`src/rtl/synctimer_pkg.sv`:
```
// Shared types and helpers for the synctimer correction scheduler.
//   state_e       : scheduler state, 2-bit encoding visible on status_state
//   wide_err_t    : 64-bit signed working type for phase errors
//   sat_error     : clamp a wide signed error into a w-bit signed range
//   sat_magnitude : |e| of a w-bit saturated error, with |min| folded to max
// Error and timer widths must lie in 2..63 so the 64-bit working type never overflows.
package synctimer_pkg;

  typedef enum logic [1:0] {
    StIdle     = 2'd0,
    StAcquire  = 2'd1,
    StTrack    = 2'd2,
    StHoldover = 2'd3
  } state_e;

  typedef logic signed [63:0] wide_err_t;

  function automatic wide_err_t sat_max(input int unsigned w);
    return (wide_err_t'(1) <<< (w - 1)) - wide_err_t'(1);
  endfunction

  function automatic wide_err_t sat_error(input wide_err_t e, input int unsigned w);
    wide_err_t hi;
    wide_err_t lo;
    hi = sat_max(w);
    lo = -hi - wide_err_t'(1);
    if (e > hi) return hi;
    if (e < lo) return lo;
    return e;
  endfunction

  function automatic logic [63:0] sat_magnitude(input wide_err_t e, input int unsigned w);
    wide_err_t hi;
    wide_err_t a;
    hi = sat_max(w);
    a  = (e < 0) ? -e : e;
    // The most negative value has no positive twin; report it as the max.
    if (a > hi) a = hi;
    return $unsigned(a);
  endfunction

endpackage

```
`src/rtl/synctimer_correct_error.sv`:
```
// Stage 1 of the correction scheduler: wrap-aware phase error of a master-time sample.
//   clk_i, rst_i     : clock, synchronous active-high reset
//   valid_i          : accepted sample strobe (already gated by the scheduler)
//   current_time_i   : local timer value
//   sync_time_i      : master time sample
//   valid_o          : valid_i delayed one cycle
//   time_o           : sync_time_i captured with the sample
//   error_o          : sync_time - current_time, modulo 2^TIMER_WIDTH, saturated to ERROR_WIDTH
//   mag_o            : saturated magnitude of error_o
module synctimer_correct_error
  import synctimer_pkg::*;
#(
  parameter int unsigned TIMER_WIDTH = 32,
  parameter int unsigned ERROR_WIDTH = 32
) (
  input  logic                          clk_i,
  input  logic                          rst_i,
  input  logic                          valid_i,
  input  logic [TIMER_WIDTH-1:0]        current_time_i,
  input  logic [TIMER_WIDTH-1:0]        sync_time_i,
  output logic                          valid_o,
  output logic [TIMER_WIDTH-1:0]        time_o,
  output logic signed [ERROR_WIDTH-1:0] error_o,
  output logic [ERROR_WIDTH-1:0]        mag_o
);

  logic                          valid_q, valid_d;
  logic [TIMER_WIDTH-1:0]        time_q, time_d;
  logic signed [ERROR_WIDTH-1:0] error_q, error_d;
  logic [ERROR_WIDTH-1:0]        mag_q, mag_d;

  logic [TIMER_WIDTH-1:0]        diff;
  logic signed [TIMER_WIDTH-1:0] diff_s;
  wide_err_t                     diff_w;
  wide_err_t                     sat_w;

  always_comb begin
    // Unsigned subtract wraps naturally; reinterpret as signed for shortest-path error.
    diff    = sync_time_i - current_time_i;
    diff_s  = $signed(diff);
    diff_w  = wide_err_t'(diff_s);
    sat_w   = sat_error(diff_w, ERROR_WIDTH);
    valid_d = valid_i;
    time_d  = time_q;
    error_d = error_q;
    mag_d   = mag_q;
    if (valid_i) begin
      time_d  = sync_time_i;
      error_d = ERROR_WIDTH'(sat_w);
      mag_d   = ERROR_WIDTH'(sat_magnitude(sat_w, ERROR_WIDTH));
    end
  end

  always_ff @(posedge clk_i) begin
    if (rst_i) begin
      valid_q <= 1'b0;
      time_q  <= '0;
      error_q <= '0;
      mag_q   <= '0;
    end else begin
      valid_q <= valid_d;
      time_q  <= time_d;
      error_q <= error_d;
      mag_q   <= mag_d;
    end
  end

  assign valid_o = valid_q;
  assign time_o  = time_q;
  assign error_o = error_q;
  assign mag_o   = mag_q;

endmodule

```
`src/rtl/synctimer_correct_scheduler.sv`:
```
// Correction scheduler for the synctimer adjuster. Turns raw master-time samples into
// renew/track corrections with fixed latency 2, and tracks acquire/track/holdover state,
// lock qualification and a sample-loss timeout.
//   clk, rst                 : clock, synchronous active-high reset
//   enable                   : 0 forces IDLE and flushes the pipeline
//   param_renew_threshold    : |error| above this forces a renew
//   param_lock_threshold     : |error| at/below this counts toward lock
//   param_lock_count         : consecutive good samples for lock (0 treated as 1)
//   param_timeout            : cycles without a decision before HOLDOVER (0 disables)
//   current_time, sync_time  : local timer and master sample
//   sync_valid               : one-cycle sample strobe
//   correct_renew/time/valid : correction interface to the adjuster
//   status_state/locked/error: state, lock indication, last decided signed error
module synctimer_correct_scheduler
  import synctimer_pkg::*;
#(
  parameter int unsigned TIMER_WIDTH      = 32,
  parameter int unsigned ERROR_WIDTH      = 32,
  parameter int unsigned LOCK_COUNT_WIDTH = 8,
  parameter int unsigned TIMEOUT_WIDTH    = 32
) (
  input  logic                          clk,
  input  logic                          rst,
  input  logic                          enable,
  input  logic [ERROR_WIDTH-1:0]        param_renew_threshold,
  input  logic [ERROR_WIDTH-1:0]        param_lock_threshold,
  input  logic [LOCK_COUNT_WIDTH-1:0]   param_lock_count,
  input  logic [TIMEOUT_WIDTH-1:0]      param_timeout,
  input  logic [TIMER_WIDTH-1:0]        current_time,
  input  logic [TIMER_WIDTH-1:0]        sync_time,
  input  logic                          sync_valid,
  output logic                          correct_renew,
  output logic [TIMER_WIDTH-1:0]        correct_time,
  output logic                          correct_valid,
  output logic [1:0]                    status_state,
  output logic                          status_locked,
  output logic signed [ERROR_WIDTH-1:0] status_error
);

  state_e                        state_q, state_d;
  logic [LOCK_COUNT_WIDTH-1:0]   lock_cnt_q, lock_cnt_d;
  logic                          locked_q, locked_d;
  logic [TIMEOUT_WIDTH-1:0]      timeout_cnt_q, timeout_cnt_d;
  logic                          renew_q, renew_d;
  logic                          valid_q, valid_d;
  logic [TIMER_WIDTH-1:0]        time_q, time_d;
  logic signed [ERROR_WIDTH-1:0] error_q, error_d;

  logic                          sample_ok;
  logic                          s1_valid;
  logic [TIMER_WIDTH-1:0]        s1_time;
  logic signed [ERROR_WIDTH-1:0] s1_error;
  logic [ERROR_WIDTH-1:0]        s1_mag;

  logic                          decision;
  logic                          expiry;
  logic [TIMEOUT_WIDTH-1:0]      timeout_inc;
  logic [LOCK_COUNT_WIDTH-1:0]   lock_cnt_inc;
  logic [LOCK_COUNT_WIDTH-1:0]   lock_target;

  // Samples are only accepted once out of IDLE, which drops any sample on the enable-rise cycle.
  assign sample_ok = sync_valid & enable & (state_q != StIdle);

  synctimer_correct_error #(
    .TIMER_WIDTH (TIMER_WIDTH),
    .ERROR_WIDTH (ERROR_WIDTH)
  ) u_error (
    .clk_i          (clk),
    .rst_i          (rst),
    .valid_i        (sample_ok),
    .current_time_i (current_time),
    .sync_time_i    (sync_time),
    .valid_o        (s1_valid),
    .time_o         (s1_time),
    .error_o        (s1_error),
    .mag_o          (s1_mag)
  );

  assign decision     = s1_valid & enable;
  assign timeout_inc  = (timeout_cnt_q == '1) ? timeout_cnt_q
                                              : timeout_cnt_q + TIMEOUT_WIDTH'(1);
  assign lock_cnt_inc = (lock_cnt_q == '1) ? lock_cnt_q : lock_cnt_q + LOCK_COUNT_WIDTH'(1);
  assign lock_target  = (param_lock_count == '0) ? LOCK_COUNT_WIDTH'(1) : param_lock_count;
  // Expiry is aligned so the state flips on the cycle the counter shows param_timeout;
  // a decision in the same cycle takes precedence.
  assign expiry       = (state_q == StTrack) && (param_timeout != '0) &&
                        (timeout_inc == param_timeout) && !decision;

  // State register.
  always_ff @(posedge clk) begin
    if (rst) begin
      state_q <= StIdle;
    end else begin
      state_q <= state_d;
    end
  end

  // Next-state logic.
  always_comb begin
    state_d = state_q;
    if (!enable) begin
      state_d = StIdle;
    end else begin
      unique case (state_q)
        StIdle:                state_d = StAcquire;
        StAcquire, StHoldover: if (decision) state_d = StTrack;
        StTrack:               if (expiry) state_d = StHoldover;
        default:               state_d = StIdle;
      endcase
    end
  end

  // Decision, lock and timeout logic.
  always_comb begin
    lock_cnt_d    = lock_cnt_q;
    locked_d      = locked_q;
    timeout_cnt_d = timeout_inc;
    renew_d       = 1'b0;
    valid_d       = 1'b0;
    time_d        = time_q;
    error_d       = error_q;
    if (!enable) begin
      lock_cnt_d    = '0;
      locked_d      = 1'b0;
      timeout_cnt_d = '0;
    end else if (decision) begin
      valid_d       = 1'b1;
      time_d        = s1_time;
      error_d       = s1_error;
      timeout_cnt_d = '0;
      if (state_q == StAcquire) begin
        renew_d    = 1'b1;
        lock_cnt_d = '0;
        locked_d   = 1'b0;
      end else if (s1_mag > param_renew_threshold) begin
        renew_d    = 1'b1;
        lock_cnt_d = '0;
        locked_d   = 1'b0;
      end else if (s1_mag <= param_lock_threshold) begin
        lock_cnt_d = lock_cnt_inc;
        locked_d   = (lock_cnt_inc >= lock_target);
      end else begin
        lock_cnt_d = '0;
        locked_d   = 1'b0;
      end
    end else if (expiry) begin
      locked_d = 1'b0;
    end
  end

  always_ff @(posedge clk) begin
    if (rst) begin
      lock_cnt_q    <= '0;
      locked_q      <= 1'b0;
      timeout_cnt_q <= '0;
      renew_q       <= 1'b0;
      valid_q       <= 1'b0;
      time_q        <= '0;
      error_q       <= '0;
    end else begin
      lock_cnt_q    <= lock_cnt_d;
      locked_q      <= locked_d;
      timeout_cnt_q <= timeout_cnt_d;
      renew_q       <= renew_d;
      valid_q       <= valid_d;
      time_q        <= time_d;
      error_q       <= error_d;
    end
  end

  assign correct_renew = renew_q;
  assign correct_time  = time_q;
  assign correct_valid = valid_q;
  assign status_state  = state_q;
  assign status_locked = locked_q;
  assign status_error  = error_q;

endmodule
```
`config.mk`:
```
export PLATFORM = sky130hd
export DESIGN_NAME = synctimer_correct_scheduler
export DESIGN_NICKNAME = d
export VERILOG_FILES = /design/src/rtl/synctimer_pkg.sv /design/src/rtl/synctimer_correct_error.sv /design/src/rtl/synctimer_correct_scheduler.sv
export SDC_FILE = /design/constraint.sdc
export NUM_CORES = 1
export LEC_CHECK = 0
export ABC_AREA = 1
export CORE_ASPECT_RATIO = 1.5
export CORE_MARGIN = 2
export CORE_UTILIZATION = 55
export CTS_BUF_LIST = sky130_fd_sc_hd__clkbuf_8
export CTS_CLUSTER_SIZE = 40
export DETAILED_ROUTE_END_ITERATION = 6
export PLACE_DENSITY_LB_ADDON = 0.1
export SETUP_SLACK_MARGIN = 0.4
export SLEW_MARGIN = 20
export SYNTH_ARGS = -nofsm -noshare
export SYNTH_HDL_FRONTEND = slang
export SYNTH_HIERARCHICAL = 1
export SYNTH_SLANG_ARGS = --single-unit
export TNS_END_PERCENT = 50
```
`constraint.sdc`:
```
create_clock -name clk -period 3.4 [get_ports clk]
set_clock_uncertainty 0.2 [all_clocks]
set_input_delay 0.34 -clock clk [delete_from_list [all_inputs] [get_ports clk]]
set_output_delay 0.34 -clock clk [all_outputs]
set_load 0.005 [all_outputs]
```
==> results of run 1 <==
-- sequential cells by signal (all words and copies together) (netlist names) --
name / count
correct_renew: 1
correct_time: 32
correct_valid: 1
lock_cnt_q: 8
status_error: 32
status_locked: 1
status_state: 2
timeout_cnt_q: 32
u_error/error_o: 32
u_error/mag_o: 32
u_error/time_o: 32
u_error/valid_o: 1
-- stage by stage --
step / setup TNS [ns] / area [um^2]
2_1_floorplan: 0 / 14300
3_3_place_gp: -2.46 / 18000
3_5_place_dp: -4.33 / 18000
4_1_cts: 0 / 18600
5_1_grt: 0 / 18900
6_report: 0 / 18900
-- power breakdown --
part	switching, mW	internal [mW]
sequential	0.0396	2.46
clock	1.02	1.09
combinational	1.01	0.809
-- area by class of cell --
| cell class | instances | area [um^2] | area share |
|---|---|---|---|
| Clock buffer | 35 | 482 | 0.0254 |
| Tap cell | 333 | 417 | 0.0220 |
| Sequential cell | 206 | 4130 | 0.218 |
| Inverter | 371 | 1390 | 0.0736 |
| Clock inverter | 17 | 135 | 0.00713 |
| Multi-Input combinational cell | 1688 | 8810 | 0.465 |
| Timing Repair Buffer | 394 | 3580 | 0.189 |
-- worst min-delay path: stages --
cell and delay (ns):
dlymetal6s2s_1 0.18, buf_4 0.15, nand2_1 0.05, nand2_1 0.06
-- cell families (layout without fill, tap and decap cells) --
kind of cell / count (synthesis) / after routing / share of synthesized area
xor gates and xnor gates: 40 / 40 / 0.0244
DFF: 206 / 206 / 0.288
adders and majority gates: 108 / 108 / 0.0948
buffers and inverters: 437 / 817 / 0.119
AOI/OAI and AO/OA: 290 / 290 / 0.108
and+or+nand+nor: 1250 / 1250 / 0.367
-- placed cells by master (no fill, tap or decap), drive strengths merged, types with 3 or more instances in the layout --
cell type	count
o21bai	7
nor3	13
o211ai	4
o21a	3
a21oi	105
nand2	648
a21o	3
xnor2	11
buf	154
clkinv	8
nor4	3
ha	107
dlymetal6s2s	3
nand4	35
nor2	344
o21ai	153
nand3	188
a31o	5
clkbuf	35
dfxtp	206
clkdlybuf4s50	237
and2	4
inv	377
a31oi	4
nand3b	11
xor2	29
-- path summary, 6_finish.rpt --
kind,end,from,slack [ns],cells past startpoint
setup / recovery,u_error/mag_o[26]$_SDFFE_PP0P_,current_time[6],0.54,24
hold / removal,u_error/time_o[14]$_SDFFE_PP0P_,sync_time[14],-0.02,4
setup reg to reg,status_state[0]$_SDFFE_PP0P_,timeout_cnt_q[0]$_SDFF_PP0_,0.57,16
hold reg to reg,u_error/time_o[26]$_SDFFE_PP0P_,u_error/time_o[26]$_SDFFE_PP0P_,0.27,2
-- what timing repair did --
| action | 4_1_cts | 5_1_grt |
|---|---|---|
| resized for setup | 1 | 86 |
| endpoints found under the hold margin | 0 | 0 |
| pin swaps | 0 | 15 |
| setup endpoints to repair | 3 | 33 |
| setup buffers | 0 | 6 |
-- per-layer routing --
| layer | GRT usage | share of wire | wire, um |
|---|---|---|---|
| met1 | 0.344 | 0.33 | 16800 |
| met2 | 0.696 | 0.52 | 26600 |
| met3 | 0.0532 | 0.052 | 2640 |
| met4 | 0.285 | 0.092 | 4650 |
| met5 | 0 | 0 | 0 |
==> impl_results.md, run 1 <==
* CP max stage delay at between 0.4 and 0.5 ns
* DRT Pass-1 Iters at 6
* PD cells at around 340 nW/um^2
* Final wirelength at around 50 mm
* Max H-tree Level at 1
* Vias in the first global route at ~16,000
* FF+latch count, synth at just over 200
* CP bufs+invs at 5
* Worst Hold Class: input port to flop
* Total Nets Final at approximately 3,000
* Prevailing post-synth register cell: dfxtp_1
* Area delta synth->final at 32.1%
* Total track usage at 0.367
* Placed Cells at 2,986
* Max-Cap Viols at 0
* Worst Tran Pin Value at a little over 1 ns
* Worst vdd ir at a little under 0.0004 V
* Root Driver: clkbuf_8
* Hpwl dp at ~40 mm
* Clock sinks at slightly above 200
* Async set-reset flop share out of synthesis at 0
* EDFF count, synth at 0
* Post-Synthesis Cells at 2,331
* Crit end category: flop
* Starting Density at 0.558
* Final Hold Vio Count at 1
* IO Port Bufs at between 200 and 250
* Die Y at around 200 um
* Commonest cells post-synth: nand2_1, inv_1, nor2_1
* Post-synth top area share at 0.288
* Ys Warns at 6
* Number of I/O pins at 241
* Violated checks: hold timing
* Layout cells sized above 1 at 0.118
* Worst Setup Start Kind: input port
* Outcome: finished with violations
* Die area at about 27,000 um^2
* Tmin final at between 2 and 3 ns
* Hold WS at -0.0192 ns
* Slew margin rel. at 0.325
* Remaining DRCs at 0
* Crit share post-route at 0.841
* CP delay by family, top: simple AND/OR/NAND/NOR gates
* Worst EP arrival at about 3.2 ns
* Routed vias at 16,200
* Fin cells at just over 3,000
* Diode count at 0
* Syn nets at between 2,000 and 3,000
* Worst slack, placed at -0.238 ns
* CTS Buf Count at 31
* Core area at ~26,000 um^2
* Pwr Total at approximately 6.4 mW
* Clock buffer depth at 3
* Post-route core utilization at 0.738
* Gpl congestion at 1.01
* Rows at just over 70
* ANT nets after route at 0
* Post-CTS Hold Buffers at 0
* Via density at about 5.3
* Max FO, Critical Path at 4
* Crit path max-delay cell type: clkdlybuf4s50_1
* Mapped cell area at about 14,000 um^2
* Wirelength per Cell at approximately 17 um
* Later-pin clock latency in the skew report at slightly above 0.6 ns
* Setup repair after global routing missed its margin: yes
* Post-synthesis sequential area ratio at 0.288
* Max Freq at roughly 0.35 GHz
* First-pass GRT wire length at between 70 and 80 mm
* Clock Pin Slew Worst Setup and Hold Paths at around 0.07 ns
* Most frequent cell after synthesis: nand2_1
* Cell taking the most area after synthesis: dfxtp_1
* Top cell by count, worst path: nand2_1
* CTS tree: built
* # setup viols final at 0
* Final worst slack at ~0.54 ns
* Total global routing overflow at 0
* Distinct cell type count after synthesis at between 40 and 50
* Final count of pins violating max slew at 0
* LEAKAGE at 9.52 nW
* Largest net degree at the start of global routing at 70
* Kind of critical path: input port to flop
* Syn Area/Cell at around 6 um^2
* Initial antenna violation count at 0
* Fill cell count at between 2,000 and 2,500
* Top cells by area, synth: dfxtp_1, nand2_1, inv_1
* Crit-path cells: clkdlybuf4s50_1, inv_1, ha_4, nand2_1, buf_4, nor2_2, nand2_1, nand2_2, nand2_1, nand2_1, nand2_1, nand2_4, buf_4, nand2_1, nor2_1, nand2_2, nand2_4, nand2_4, nor2_4, nand3_1, nand2_1, nand3_1, nand2_1, inv_1
* Starting DRT DRC Count at approximately 900
* Die Width at between 100 and 150 um
* Crit path required time at 3.70 ns
Note: power is estimated with default switching activity, not from simulation.
==> run 2, diff against run 1 <==
clock period = 2.9 ns   (was 3.4 ns; I/O delays follow)
==> impl_results.md, run 2 <==
* Outcome: stopped before the end
* Last stage: global routing (5_1_grt)
* Tool Error: [ERROR GRT-0232] Routing congestion too high. Check the congestion heatmap in the GUI.
* Simple-gate share of the synthesized area at 0.367
* Syn nets at about 2,600
* Post-Synthesis Cells at between 2,000 and 2,500
* Max H-tree Level at 1
* Mux contribution to synthesized area at 0
* Die Width at between 100 and 150 um
* Total global routing overflow at 125
* Cell taking the most area after synthesis: dfxtp_1
* Number of I/O pins at roughly 240
* Gpl congestion at a little under 1
* Hpwl dp at ~44 mm
* Starting Density at 0.558
* CTS Buf Count at 31
* Most frequent cell after synthesis: nand2_1
* Clock buffer depth at 3
* Top cells by area, synth: dfxtp_1, nand2_1, inv_1
* Clock sinks at 206
* Synth Area in Adders at 0.0948
* Post-synth top area share at 0.288
* Async set-reset flop share out of synthesis at 0
* Synth Area in XOR/XNOR at 0.0244
* Rows at 72
* Synth Area in Compound Gates at 0.108
* Worst End Pin Type: register input
* Mapped cell area at roughly 14,000 um^2
* Worst slack, placed at -0.696 ns
* Root Driver: clkbuf_8
* IO Port Bufs at 240
* Prevailing post-synth register cell: dfxtp_1
* Syn Area/Cell at 6.15 um^2
* Commonest cells post-synth: nand2_1, inv_1, nor2_1
* Post-synthesis sequential area ratio at 0.288
* Worst EP post-GRT repair: status_locked$_SDFFE_PP0P_/D
* EDFF count, synth at 0
* Total track usage at 0.715
* FF+latch count, synth at approximately 200
* Die Y at 202 um
* Ys Warns at 6
* Largest net degree at the start of global routing at 66
* Largest family of logic cells by synthesized area: simple AND/OR/NAND/NOR gates
* Distinct cell type count after synthesis at 46
## run 2: cell counts after synthesis
No cell type changed its count.
## run 2: through the flow
stage | instances | TNS, ns | area (um^2)
floorplan | 2331 | 0 | 14400
global placement | 3052 | -19.53 | 18600
detailed placement | 3052 | -22.98 | 18600
CTS | 3160 | 0 | 21000
## run 2: cells by family after synthesis
logic type,after synthesis
AO/OA/AOI/OAI,290
XOR/XNOR,40
adder cells (fa/ha/maj),108
buffers and inverters,437
flip-flops,206
AND/OR/NAND/NOR,1250
## run 2: timing repair
item,4_1_cts
gates cloned,1
hold buffers,16
setup endpoints to repair,43
endpoints found under the hold margin,16
resized for setup,396
buffers inserted,33
pin swaps,144
## run 2: per-layer routing
metal | track usage | GRT overflow
met1 | 0.668 | 0
met2 | 0.940 | 69
met3 | 0.512 | 0
met4 | 0.790 | 56
met5 | 0.0944 | 0
==> run 3, diff against run 2 <==
CORE_ASPECT_RATIO = unset   (was 1.5)
CORE_UTILIZATION = 40   (was 55)
CTS_BUF_LIST = unset   (was sky130_fd_sc_hd__clkbuf_8)
CTS_CLUSTER_SIZE = unset   (was 40)
PLACE_DENSITY_LB_ADDON = 0.15   (was 0.1)
SETUP_SLACK_MARGIN = unset   (was 0.4)
==> impl_results.md, run 3 (same netlist as run 1, synthesis figures left out) <==
* Comb pwr share at 0.277
* Number of cells on the worst hold path at 4
* Clock sinks at between 200 and 250
* Worst EP arrival at 3.03 ns
* IO Port Bufs at 240
* Slew margin rel. at 0.379
* CTS Buf Count at 24
* Clock power share at 0.369
* WHS Endpoint: u_error/time_o[0]$_SDFFE_PP0P_
* Pwr Total at 8.27 mW
* Layout cells sized above 1 at 0.151
* Most frequent cells in the layout: nand2_1, inv_1, nor2_1
* Switch share at 0.302
* ANT nets after route at 0
* # setup viols final at 0
* Via density at approximately 4.9
* PD cells at roughly 410 nW/um^2
* Core area at around 35,000 um^2
* Setup tns final at 0 ns
* Largest net degree at the start of global routing at 66
* Total track usage at 0.252
* Max Freq at 0.355 GHz
* Clock buffer depth at 3
* Number of I/O pins at 241
* Crit end category: flop
* Placed Cells at 3,157
* Total Nets Final at 3,012
* Reg power frac at 0.354
* Worst vdd ir at approximately 0.00043 V
* R2R cell count at 18
* Layer with the highest usage: met2
* Final count of pins violating max slew at 0
* Die area at approximately 37,000 um^2
* Worst slack, placed at -0.787 ns
* Gpl congestion at around 0.95
* Cell Area, Placed at between 15,000 and 20,000 um^2
* Power Internal at 5.77 mW
* Total global routing overflow at 0
* Tmin final at roughly 2.8 ns
* Wirelength per Cell at about 15 um
* Reg-to-reg slack, setup at ~0.25 ns
* Initial antenna violation count at 0
* Met2 Use GR at 0.452
* Fin cells at approximately 3,200
* Reg2reg start: timeout_cnt_q[1]$_SDFF_PP0_
* Hold Crit Start: sync_time[0]
* Worst Setup Start Kind: input port
* Root Driver: clkbuf_16
* Most common cell after layout, fill and taps aside: nand2_1
* DRT Pass-1 Iters at 6
* Global-route met3 utilization at 0.0281
* Crit share post-route at 0.970
* Diode count at 0
* Worst Tran Pin Value at about 0.93 ns
* Post-route core utilization at 0.565
* Starting Density at 0.405
* Final Hold Vio Count at 0
* Max H-tree Level at 1
* Starting DRT DRC Count at between 700 and 800
* Worst reg2reg endpoint: status_locked$_SDFFE_PP0P_
* Later-pin clock latency in the skew report at around 0.52 ns
* Remaining DRCs at 0
* Kind of critical path: input port to flop
* Final instance area at between 20,000 and 25,000 um^2
* Outcome: finished, final reports clean
* Rows at just under 70
* Hold WS at approximately 0.0017 ns
* Sw power at 2.50 mW
* Worst Hold Class: input port to flop
* LEAKAGE at roughly 9.9 nW
* Max FO, Critical Path at 4
* Die Y at 193 um
* Met1 usage at 0.319
* Crit path required time at about 3.1 ns
* Area delta synth->final at 39.5%
* Max-Cap Viols at 0
* Die Width at approximately 190 um
* CTS tree: built
* Final wirelength at 48.9 mm
* Hpwl dp at just under 40 mm
* First-pass GRT wire length at roughly 80 mm
* Routed vias at 15,800
* Final worst slack at ~0.087 ns
* Vias in the first global route at 15,500
* Clock Pin Slew Worst Setup and Hold Paths at approximately 0.060 ns
run 3: power by group through the flow:
stage | registers, mW | logic [mW] | clock network, mW
CTS | 2.93 | 2.09 | 3.13
global placement | 2.99 | 2.05 | 0
floorplan | 2.97 | 1.03 | 0
detailed placement | 2.99 | 2.07 | 0
finish | 2.93 | 2.29 | 3.05
global route | 2.93 | 2.52 | 3.23
run 3: worst max path at each step:
stage / startpoint / endpoint / cells past startpoint
floorplan: sync_time[0] / u_error/mag_o[26]$_SDFFE_PP0P_ / 23
global placement: sync_time[0] / u_error/mag_o[26]$_SDFFE_PP0P_ / 24
detailed placement: sync_time[0] / u_error/mag_o[26]$_SDFFE_PP0P_ / 24
CTS: current_time[22] / u_error/mag_o[26]$_SDFFE_PP0P_ / 20
global route: current_time[0] / u_error/mag_o[26]$_SDFFE_PP0P_ / 23
finish: current_time[0] / u_error/mag_o[26]$_SDFFE_PP0P_ / 23
run 3: timing repair:
action	in CTS	in global routing
gates resized for setup	7	164
endpoints found under the setup margin	30	33
pin swaps	2	34
endpoints found under the hold margin	0	2
setup buffers	0	8
hold buffers	0	2
run 3: final cells by class:
cell class | count | area, um^2
fill | 3560 | 15400
timing repair buffer | 441 | 3990
inverter | 371 | 1400
multi-input combinational | 1688 | 9110
tap | 461 | 577
clock inverter | 8 | 85.1
clock buffer | 33 | 726
sequential | 206 | 4130
run 3: worst max-delay path, stage by stage:
cell,delay [ns]
dlygate4sd2_1,0.26
ha_1,0.21
inv_2,0.05
fa_2,0.43
inv_2,0.09
ha_1,0.14
inv_1,0.05
nor2_1,0.11
nand3_1,0.11
nor2_1,0.12
nand2_1,0.09
nor2_2,0.15
nand2_2,0.10
nor2_4,0.14
nand2_2,0.08
nand2_4,0.11
nand2_4,0.06
nor2_4,0.13
nand3_1,0.08
nand2_1,0.06
nand3_1,0.08
nand2_1,0.06
inv_1,0.03
run 3: routing by layer:
layer  vias to the layer above  wire length, um
li1                       8170                -
met1                      7193            21800
met2                       365            23600
met3                        76             2040
met4                         0             1370
met5                         -                0
==> run 4, diff against run 3 <==
==> constraint.sdc (replaced) <==
create_clock -name clk -period 3.5 [get_ports clk]
set_clock_uncertainty 0.2 [all_clocks]
set_input_delay 0.525 -clock clk [delete_from_list [all_inputs] [get_ports clk]]
set_output_delay 0.525 -clock clk [all_outputs]
set_load 0.005 [all_outputs]
==> impl_results.md, run 4 (same netlist as run 1, synthesis figures left out) <==
* Worst Setup Start Kind: input port
* Core area at 35,400 um^2
* Worst EP arrival at 3.48 ns
* Root Driver: clkbuf_16
* Worst Hold Class: flop to flop
* Reg2reg start: timeout_cnt_q[24]$_SDFF_PP0_
* Final wirelength at 47.8 mm
* Max FO, Critical Path at 9
* Worst reg2reg endpoint: status_locked$_SDFFE_PP0P_
* Max-Cap Viols at 0
* R2R cell count at 17
* Area delta synth->final at 33.2%
* Crit-path cells: clkdlybuf4s50_1, ha_1, nand2_1, nor2_2, inv_1, nor3_2, nand2_1, nand2_1, nand3_1, nand2_1, nand2_1, nand2_4, clkinv_2, buf_4, o21ai_1, buf_4, a21oi_1
* Total Nets Final at around 3,000
* DRT Pass-1 Iters at 6
* CTS Buf Count at 24
* Layout cells sized above 1 at 0.0916
* Most common cell after layout, fill and taps aside: nand2_1
* Crit end category: flop
* Initial antenna violation count at 0
* Vias in the first global route at ~15,000
* Final Hold Vio Count at 0
* Kind of critical path: input port to flop
* Max Freq at 0.305 GHz
* Setup repair after global routing missed its margin: no
* Worst vdd ir at slightly above 0.0004 V
* Crit share post-route at 0.936
* Crit path max-delay cell type: clkdlybuf4s50_1
* Critical Path Start: sync_time[14]
* Routed vias at 15,500
* Setup bufs post-CTS at 0
* Final worst slack at around 0.23 ns
* Gpl congestion at around 0.93
* Via density at 4.89
* Largest net degree at the start of global routing at 68
* Total track usage at 0.251
* Die Y at between 150 and 200 um
* Pwr Total at about 6.7 mW
* CTS tree: built
* ANT nets after route at 0
* Starting DRT DRC Count at roughly 820
* # setup viols final at 0
* Tmin final at approximately 3.3 ns
* First-pass GRT wire length at approximately 77 mm
* Clock sinks at 206
* Slew margin rel. at 0.380
* LEAKAGE at ~9.6 nW
* Reg-to-reg slack, setup at 0.54 ns
* Worst Tran Pin Value at 0.929 ns
* IO Port Bufs at 240
* Hpwl dp at about 39 mm
* Final count of pins violating max slew at 0
* Rows at just under 70
* Outcome: finished, final reports clean
* Crit path required time at about 3.7 ns
* Max H-tree Level at 1
* Top cell by count, worst path: nand2_1
* Starting Density at 0.405
* Later-pin clock latency in the skew report at roughly 0.52 ns
* Wirelength per Cell at 15.1 um
* Most frequent cells in the layout: nand2_1, inv_1, nor2_1
* Clock buffer depth at 3
* CP max stage delay at 0.48 ns
* Diode count at 0
* Die area at between 30,000 and 40,000 um^2
* Clock Pin Slew Worst Setup and Hold Paths at about 0.060 ns
* PD cells at 353 nW/um^2
* Crit path to: u_error/mag_o[1]$_SDFFE_PP0P_
* Number of I/O pins at 241
* Total global routing overflow at 0
* Worst slack, placed at -0.391 ns
* Remaining DRCs at 0
* Die Width at slightly below 200 um
-- run 4: cell types whose count changed in the layout (fill, tap and decap cells not counted), sizes merged --
cell | before | now
clkdlybuf4s50 | 234 | 239
bufinv | 1 | 2
dlygate4sd2 | 1 | 0
clkbuf | 34 | 38
buf | 199 | 157
dlygate4sd3 | 2 | 0
dlymetal6s2s | 4 | 1
inv | 371 | 370
clkinvlp | 2 | 3
clkinv | 5 | 2
-- run 4: where the power goes --
part / switching, mW / internal (mW)
Combinational: 0.938 / 0.766
Clock: 0.997 / 1.60
Sequential: 0.0352 / 2.39
Total: 1.97 / 4.76
-- run 4: timing repair --
| item | CTS | global route |
|---|---|---|
| resized for setup | 0 | 3 |
| setup endpoints to repair | 0 | 12 |
| hold buffers | 0 | 0 |
-- run 4: worst max-delay path: cells and delay by family --
family / cells / cell delay (ns)
buffers and inverters: 5 / 1.16
adder cells (fa/ha/maj): 1 / 0.41
AO/OA/AOI/OAI: 2 / 0.29
AND/OR/NAND/NOR: 9 / 1.08
-- run 4: area by class of cell --
type                            count  area [um^2]
Clock buffer                       38          744
Clock inverter                      6         87.6
Fill cell                        3666        16300
Inverter                          371         1390
Multi-Input combinational cell   1688         8530
Sequential cell                   206         4120
Tap cell                          461          577
Timing Repair Buffer              397         3630
-- run 4: worst min path at each step --
stage / startpoint / endpoint / slack (ns) / cells after the start
5_1_grt: u_error/mag_o[31]$_SDFFE_PP0P_ / u_error/mag_o[31]$_SDFFE_PP0P_ / 0.29 / 2
4_1_cts: u_error/time_o[3]$_SDFFE_PP0P_ / u_error/time_o[3]$_SDFFE_PP0P_ / 0.27 / 2
6_report: u_error/time_o[17]$_SDFFE_PP0P_ / u_error/time_o[17]$_SDFFE_PP0P_ / 0.27 / 2
2_1_floorplan: u_error/mag_o[31]$_SDFFE_PP0P_ / u_error/mag_o[31]$_SDFFE_PP0P_ / 0.24 / 2
3_3_place_gp: u_error/mag_o[31]$_SDFFE_PP0P_ / u_error/mag_o[31]$_SDFFE_PP0P_ / 0.25 / 2
3_5_place_dp: u_error/time_o[27]$_SDFFE_PP0P_ / u_error/time_o[27]$_SDFFE_PP0P_ / 0.26 / 2
-- run 4: routing by layer --
layer / track usage / up-vias / wire, um
li1: - / 8073 / -
met1: 0.320 / 6937 / 21400
met2: 0.438 / 402 / 22400
met3: 0.0284 / 85 / 2160
met4: 0.0916 / 0 / 1840
met5: 0 / - / 0
-- run 4: metrics by stage --
step                      area [um^2]  cells  hold WS, ns   util  TNS (ns)
final                           19100   3167        0.269  0.539         0
after global routing            19100   3167        0.292  0.539         0
after detailed placement        18300   3123        0.261  0.516     -7.22
after floorplan                 14300   2331        0.240      -         0
after CTS                       19100   3167        0.271  0.539         0
after global placement          18300   3123        0.255  0.516     -6.36
